File: config.mk
export PLATFORM = sky130hd
export DESIGN_NAME = lut_layer_pipe
export DESIGN_NICKNAME = d
export VERILOG_FILES = /design/src/rtl/lut_layer_pkg.sv /design/src/rtl/lut_table_ram.sv /design/src/rtl/lut_layer_pipe.sv
export SDC_FILE = /design/constraint.sdc
export NUM_CORES = 2
export LEC_CHECK = 0
export CAP_MARGIN = 20
export CORE_ASPECT_RATIO = 1.4
export CORE_MARGIN = 5
export CORE_UTILIZATION = 60
export CTS_CLUSTER_SIZE = 25
export DETAILED_ROUTE_END_ITERATION = 7
export DONT_BUFFER_PORTS = 1
export GPL_ROUTABILITY_DRIVEN = 1
export HOLD_SLACK_MARGIN = 0.08
export PLACE_DENSITY = 0.76
export SLEW_MARGIN = 25
export SYNTH_ARGS = -nofsm -noshare
export SYNTH_HDL_FRONTEND = slang
export SYNTH_HIERARCHICAL = 1
export SYNTH_SLANG_ARGS = --single-unit
File: constraint.sdc
create_clock -name clk -period 2.2 [get_ports clk]
set_input_delay 0.22 -clock clk [delete_from_list [all_inputs] [get_ports clk]]
set_output_delay 0.22 -clock clk [all_outputs]
set_load 0.01 [all_outputs]
File: src/rtl/lut_layer_pkg.sv
// Shared types and sizing helpers for the LUT layer pipeline.
package lut_layer_pkg;

    typedef enum logic {
        ST_RUN  = 1'b0,
        ST_LOAD = 1'b1
    } state_e;

    // Neuron counter needs at least one bit even for a single-neuron layer.
    function automatic int cnt_width(input int n);
        return (n > 1) ? $clog2(n) : 1;
    endfunction

endpackage

File: src/rtl/lut_table_ram.sv
// One neuron's truth table: 2**IN_BITS x OUT_BITS distributed RAM, sync write, async read.
module lut_table_ram #(
    parameter int IN_BITS  = 8,
    parameter int OUT_BITS = 1
) (
    input  logic                clk_i,
    input  logic                we_i,
    input  logic [IN_BITS-1:0]  waddr_i,
    input  logic [OUT_BITS-1:0] wdata_i,
    input  logic [IN_BITS-1:0]  raddr_i,
    output logic [OUT_BITS-1:0] rdata_o
);

    (* ram_style = "distributed", rom_style = "distributed" *)
    logic [OUT_BITS-1:0] mem_q [2**IN_BITS];

    // Contents are deliberately not reset; they survive until reloaded.
    always_ff @(posedge clk_i) begin
        if (we_i) begin
            mem_q[waddr_i] <= wdata_i;
        end
    end

    assign rdata_o = mem_q[raddr_i];

endmodule

File: src/rtl/lut_layer_pipe.sv
// Pipelined layer of run-time loadable neuron LUTs with valid/ready data path and a streaming table loader.
module lut_layer_pipe
    import lut_layer_pkg::*;
#(
    parameter int N_NEURONS = 4,
    parameter int IN_BITS   = 8,
    parameter int OUT_BITS  = 1
) (
    input  logic                          clk,
    input  logic                          rst_n,
    input  logic                          in_valid,
    output logic                          in_ready,
    input  logic [N_NEURONS*IN_BITS-1:0]  in_data,
    output logic                          out_valid,
    input  logic                          out_ready,
    output logic [N_NEURONS*OUT_BITS-1:0] out_data,
    input  logic                          cfg_start,
    input  logic                          cfg_valid,
    output logic                          cfg_ready,
    input  logic [OUT_BITS-1:0]           cfg_data,
    output logic                          cfg_done
);

    localparam int                 NRN_W     = cnt_width(N_NEURONS);
    localparam logic [NRN_W-1:0]   NRN_LAST  = NRN_W'(N_NEURONS - 1);
    localparam logic [IN_BITS-1:0] ADDR_LAST = '1;

    state_e                          state_q, state_d;
    logic [NRN_W-1:0]                nrn_cnt_q, nrn_cnt_d;
    logic [IN_BITS-1:0]              addr_cnt_q, addr_cnt_d;
    logic                            out_valid_q, out_valid_d;
    logic [N_NEURONS*OUT_BITS-1:0]   out_data_q, out_data_d;
    logic                            cfg_done_q, cfg_done_d;

    logic                            in_xfer;
    logic                            load_acc;
    logic                            load_last;
    logic [N_NEURONS-1:0]            ram_we;
    logic [N_NEURONS*OUT_BITS-1:0]   lookup_data;

    assign in_ready  = (state_q == ST_RUN) && (!out_valid_q || out_ready);
    assign cfg_ready = (state_q == ST_LOAD);
    assign in_xfer   = in_valid && in_ready;
    assign load_acc  = cfg_valid && cfg_ready;
    assign load_last = (nrn_cnt_q == NRN_LAST) && (addr_cnt_q == ADDR_LAST);

    generate
        for (genvar gi = 0; gi < N_NEURONS; gi++) begin : g_neuron
            assign ram_we[gi] = load_acc && (nrn_cnt_q == NRN_W'(gi));

            lut_table_ram #(
                .IN_BITS  (IN_BITS),
                .OUT_BITS (OUT_BITS)
            ) u_table (
                .clk_i   (clk),
                .we_i    (ram_we[gi]),
                .waddr_i (addr_cnt_q),
                .wdata_i (cfg_data),
                .raddr_i (in_data[gi*IN_BITS +: IN_BITS]),
                .rdata_o (lookup_data[gi*OUT_BITS +: OUT_BITS])
            );
        end
    endgenerate

    always_comb begin
        state_d     = state_q;
        nrn_cnt_d   = nrn_cnt_q;
        addr_cnt_d  = addr_cnt_q;
        cfg_done_d  = 1'b0;
        out_valid_d = out_valid_q;
        out_data_d  = out_data_q;

        case (state_q)
            ST_RUN: begin
                if (cfg_start) begin
                    state_d    = ST_LOAD;
                    nrn_cnt_d  = '0;
                    addr_cnt_d = '0;
                end
            end
            ST_LOAD: begin
                if (load_acc) begin
                    // Address wraps naturally at its width; neuron advances on that wrap.
                    addr_cnt_d = addr_cnt_q + IN_BITS'(1);
                    if (addr_cnt_q == ADDR_LAST) begin
                        nrn_cnt_d = nrn_cnt_q + NRN_W'(1);
                    end
                    if (load_last) begin
                        state_d    = ST_RUN;
                        cfg_done_d = 1'b1;
                    end
                end
            end
            default: state_d = ST_RUN;
        endcase

        if (in_xfer) begin
            out_valid_d = 1'b1;
            out_data_d  = lookup_data;
        end else if (out_ready) begin
            out_valid_d = 1'b0;
        end
    end

    always_ff @(posedge clk or negedge rst_n) begin
        if (!rst_n) begin
            state_q     <= ST_RUN;
            nrn_cnt_q   <= '0;
            addr_cnt_q  <= '0;
            out_valid_q <= 1'b0;
            out_data_q  <= '0;
            cfg_done_q  <= 1'b0;
        end else begin
            state_q     <= state_d;
            nrn_cnt_q   <= nrn_cnt_d;
            addr_cnt_q  <= addr_cnt_d;
            out_valid_q <= out_valid_d;
            out_data_q  <= out_data_d;
            cfg_done_q  <= cfg_done_d;
        end
    end

    assign out_valid = out_valid_q;
    assign out_data  = out_data_q;
    assign cfg_done  = cfg_done_q;

endmodule

After elaboration in Yosys (flattened, before gate mapping)
Memory sizes are Yosys's and may differ from the RTL's. A register that Yosys moved wholly into a read port is not among the register bits.
Cells that the tools add are included.

cells by class
  equal/unequal tests = 7
  reduce and logical (&&, ||, !) cells = 18
  bitwise gates (word level) = 1
  $add $sub $neg = 2
  multiplexer cells = 24

operators by type and width
  kind                   number
  $mux W1                16
  $mux W8                2
  $pmux W8 S2            1
  $add A8 B1 Y8 const B  1
  $eq A8 B8 Y1 const B   1
  $logic_and A1 B1 Y1    8
  $mux W2                3
  $logic_not A1 Y1       5
  $eq A2 B2 Y1 const B   2
  $ne A2 B2 Y1 const B   2
  $pmux W2 S2            1
  $reduce_and A3 Y1      1
  $add A2 B1 Y2 const B  1
  $eq A2 B1 Y1 const B   1
  $logic_not A2 Y1       1
  $ne A2 B1 Y1 const B   1
  $pmux W1 S2            1
  $reduce_and A2 Y1      1
  $reduce_bool A2 Y1     1
  $logic_or A1 B1 Y1     1
  $not A1 Y1             1

storage, ports and cells
  register bits = 13
  bits of input ports = 39
  output and inout bits = 8
  word-level logic and storage cells = 61
  memories kept = 4
  bits in writable memories = 1024

memory list
  name                       words  width  rd ports  clocked after memory_dff  write ports  line                 RTL
  g_neuron[0].u_table.mem_q  256    1      1         1                         1            lut_table_ram.sv:15  logic [OUT_BITS-1:0] mem_q [2**IN_BITS];
  g_neuron[1].u_table.mem_q  256    1      1         1                         1            lut_table_ram.sv:15
  g_neuron[2].u_table.mem_q  256    1      1         1                         1            lut_table_ram.sv:15
  g_neuron[3].u_table.mem_q  256    1      1         1                         1            lut_table_ram.sv:15

Longest topological paths before layout
  word-level depth = 5
  mapped depth = 11

Cells and area by module
Netlist, hierarchy kept.

by module, submodules not included
  module          seq. area each (µm²)  cells an instance  instances  area an instance (µm²)
  lut_table_ram   7687.4                787                4          11108.2
  lut_layer_pipe  425.4                 81                 1          855.8

Worst setup path before layout
Ideal clock, no wire load.

  path kind = input -> register
  from = input in_data[0]
  to = register out_data_q[0], in the netlist out_data[0] (read register of g_neuron[0].u_table.mem_q)
  setup slack = -0.048 ns
  stages = 9
  library setup time = 0.125 ns
  required time = 2.075 ns
  arrival time = 2.123 ns
  buffers on the path = 2
  cells stage by stage = buf_6 > buf_6 > mux4_2 > mux4_2 > mux2i_1 > o22ai_1 > a21oi_1 > a22oi_1 > mux2_2

RTL lines
  what         line                  RTL
  from (decl)  lut_layer_pipe.sv:13  input logic [N_NEURONS*IN_BITS-1:0] in_data,
  to (decl)    lut_layer_pipe.sv:32  logic [N_NEURONS*OUT_BITS-1:0] out_data_q, out_data_d;

==> run_results.csv <==
group,metric,value,unit
outcome,outcome,"complete, but fails checks",
outcome,violations,"negative hold slack, max-slew violations, negative setup slack",
cts,clock-sinks,1041,
sta,fin_skew,0.0259,ns
synthesis,yosysWarnings,6,
cells_and_area,area_growth,10.6,%
placement,portBuffers,0,
pwr,power.density,815,mW/mm^2
synthesis,synth_seq_area_share,68.8,%
sta,hold_viol,25,
placement,dp_slack,-0.0998,ns
cts,clk_pin_slew_worst_paths,0.07,ns
global_routing,track_usage,25.3,%
synthesis,netlist_area,0.0453,sq mm
synthesis,synth_top_area_cell,"edfxtp_1",
sta,setup_viol,4,
worst_setup_path,regToRegStartpoint,"g_neuron[3].u_table/mem_q[214]",
route,ant_nets,0,
sta,fin_crit,2.36,ns
placement,gp_congestion,0.834,
synthesis,synth_area_per_cell,14.0,sq um
global_routing,antenna_found_initial,2,
worst_setup_path,r2r_setup_slack,-0.16,ns
cts,clock-root-buffer,"clkbuf_16",
pwr,power,0.0408,W
hold_path,whs_path_depth,0,
cells_and_area,final_nets,3340,
cts,clock_latency,0.67,ns
worst_setup_path,arrival,2.92,ns
synthesis,synth_nets,3273,
sta,slew_headroom,-38.7,%
synthesis,synth_ff_type,"edfxtp_1",
route,dr.pass1.iters,5,
sta,drv_slew,405,
hold_path,hp-start,"cfg_data",
cells_and_area,drive_gt1_share,15.0,%
hold_path,hold_end,"g_neuron[3].u_table/mem_q[8]",
cells_and_area,seq_area,0.0312,sq mm
cells_and_area,fin_area,0.0501,sq mm
hold_path,hold_path_class,"in2reg",
global_routing,grt_pass1_wl,160000,um
route,wl,104000,um
route,drc,0,
cts,ctsHtreeMaxLevel,3,
cells_and_area,fin_util,66.7,%
route,routed-via-count,27686,
sta,tightest_slew,2.08,ns
pwr,ir_drop,0.000619,V
worst_setup_path,cp_max_fo,1,
worst_setup_path,endpoint_kind,"flop",
synthesis,syn_inst,3229,
die,pin_count,47,
worst_setup_path,reg2reg_to,"out_data[3]",
cts,holdBufCountCts,22,
cells_and_area,fillers,5090,
flow_run,maxCapViolCount,0,
die,start_util,60.4,%
route,wl_per_cell,24.0,um
route,via_per_inst,6.38,
die,die_h,335,um
die,rows,119,
route,drt_iter0_markers,3068,
cts,cts_tree,"yes",
global_routing,grt-ovfl-total,0,
cts,clk_path_buf_depth,3,
placement,hpwlAfterDp,60400,um
sta,rsz0062_at_grt,"yes",
cts,cts_buffers,92,
global_routing,grt_max_degree,1025,
cells_and_area,multi_input_area,0.0131,sq mm
synthesis,ys_ff_latch,1041,
global_routing,grt_pass1_vias,28115,
worst_setup_path,crit_type,"reg2reg",
die,die_area,0.0812,sq mm
synthesis,synth_edf_count,1024,
die,die_w,242,um
worst_setup_path,start_kind,"flop",
die,core_area,0.0750,sq mm
sta,fmax,0.424,GHz
sta,period_share,107,%
synthesis,synth_top_area_share,67.9,%
pwr,leakage,15.5,nW
synthesis,synthArstFlopShare,1.63,%
worst_setup_path,rr_worst_depth,7,
synthesis,synth.distinct_cells,42,
placement,placed_cell_area,0.0469,sq mm
worst_setup_path,crit_required,2.76,ns
sta,fin_ws,-0.157,ns
synthesis,synth_area_leaders,"edfxtp_1, nor2_1, mux4_2, mux2i_1, clkbuf_1",
sta,fin_hold_ws,-0.296,ns
==> per-layer routing <==
layer | vias to the layer above | part of all wire (%) | GRT usage (%)
met5 | - | 0.012 | 0
met4 | 2 | 3.1 | 8.45
met3 | 250 | 8.1 | 4.56
met2 | 1324 | 54 | 46.5
met1 | 14036 | 35 | 30.5
li1 | 12074 | - | -
==> timing repair <==
| action | 4_1_cts | 5_1_grt |
|---|---|---|
| gates cloned | 0 | 0 |
| buffers inserted | 0 | 0 |
| gates resized for setup | 2 | 20 |
| pin swaps | 3 | 4 |
| endpoints found under the hold margin | 938 | 684 |
| setup endpoints to repair | 15 | 153 |
==> layout make-up <==
| cell class | count | share of cell area (%) |
|---|---|---|
| Inverter | 7 | 0.0525 |
| Timing Repair Buffer | 199 | 3.41 |
| Sequential cell | 1041 | 62.2 |
| Clock buffer | 117 | 4.87 |
| Antenna cell | 1 | 0.00500 |
| Multi-Input combinational cell | 1955 | 26.1 |
| Tap cell | 968 | 2.42 |
| Clock inverter | 53 | 0.914 |
==> power breakdown <==
| group | internal [W] | leakage, nW | switching, W |
|---|---|---|---|
| sequential | 0.0219 | 9.41 | 0.000214 |
| combinational | 0.00110 | 4.67 | 0.00198 |
| clock | 0.00869 | 1.40 | 0.00698 |
| total | 0.0317 | 15.5 | 0.00918 |
==> sequential cells by signal, summed over array words and instances, names as in the netlist <==
signal and cells:
g_neuron.u_table/mem_q 1024, addr_cnt_q 8, out_data 4, nrn_cnt_q 2, cfg_done 1, cfg_ready 1, out_valid 1
==> synth_stat cells, types with 7 or more instances <==
cell type and instances:
nor2_1 1075, edfxtp_1 1024, mux2i_1 205, mux4_2 168, clkbuf_1 156, nand2_1 100, o22ai_1 92, nand3_1 54
nor2b_1 38, a22oi_1 32, buf_2 26, a22o_1 24, nor4_1 21, buf_4 20, buf_6 20, dfrtp_1 17
nor3_1 14, a31oi_1 12, nand3b_1 12, o21ai_0 12, a21oi_1 11, mux2_2 9, a2111oi_0 8, a311oi_1 8
and3_1 8, inv_1 7, or4_1 7
==> per-stage QoR <==
step	setup TNS [ns]	std cells
final	-0.334	4341
after global routing	-0.716	4341
after CTS	-0.368	4340
after detailed placement	-0.256	4148
after global placement	-0.113	4148
after floorplan	0	3229
==> cells in the final DEF (no fill, tap or decap), types with 8 or more instances in the layout <==
cell type | netlist | layout
nor2_1 | 1075 | 1074
edfxtp_1 | 1024 | 1024
mux2i_1 | 205 | 203
mux4_2 | 168 | 168
buf_4 | 20 | 166
nand2_1 | 100 | 95
clkbuf_16 | 0 | 93
o22ai_1 | 92 | 90
nand3_1 | 54 | 54
nor2b_1 | 38 | 38
a22oi_1 | 32 | 32
a22o_1 | 24 | 24
clkbuf_1 | 156 | 22
dlygate4sd3_1 | 0 | 20
nor4_1 | 21 | 19
clkinv_1 | 0 | 19
nor3_1 | 14 | 14
dfrtp_1 | 17 | 14
clkinv_2 | 0 | 14
buf_12 | 0 | 13
o21ai_0 | 12 | 12
nand3b_1 | 12 | 12
a31oi_1 | 12 | 12
a21oi_1 | 11 | 10
and3_1 | 8 | 8
a311oi_1 | 8 | 8
a2111oi_0 | 8 | 8
==> worst max path at each step <==
stage | start | endpoint | slack (ns) | cells past startpoint
6_report | g_neuron[3].u_table/mem_q[214] | out_data[3] | -0.16 | 7
2_1_floorplan | in_data[0] | out_data[0] | 0.01 | 9
3_3_place_gp | g_neuron[3].u_table/mem_q[11] | out_data[3] | -0.07 | 8
3_5_place_dp | g_neuron[3].u_table/mem_q[214] | out_data[3] | -0.1 | 7
5_1_grt | g_neuron[3].u_table/mem_q[214] | out_data[3] | -0.24 | 7
4_1_cts | g_neuron[3].u_table/mem_q[214] | out_data[3] | -0.13 | 7
==> critical path: stages, from the launching register on <==
cell	delay [ns]
edfxtp_1	0.40
mux4_2	0.49
mux4_2	0.50
mux2i_2	0.20
o22ai_2	0.12
a21oi_1	0.18
a22oi_1	0.09
mux2_2	0.27
==> logic make-up after synthesis <==
logic type | count (synthesis) | synth area share (%)
buf+inv | 233 | 2.50
compound gates | 211 | 3.21
fa+ha+maj | 5 | 0.138
mux | 383 | 13.1
flops | 1041 | 68.8
xor+xnor | 2 | 0.0387
simple gates | 1354 | 12.1
No activity file was read; power rests on OpenSTA's default activity.
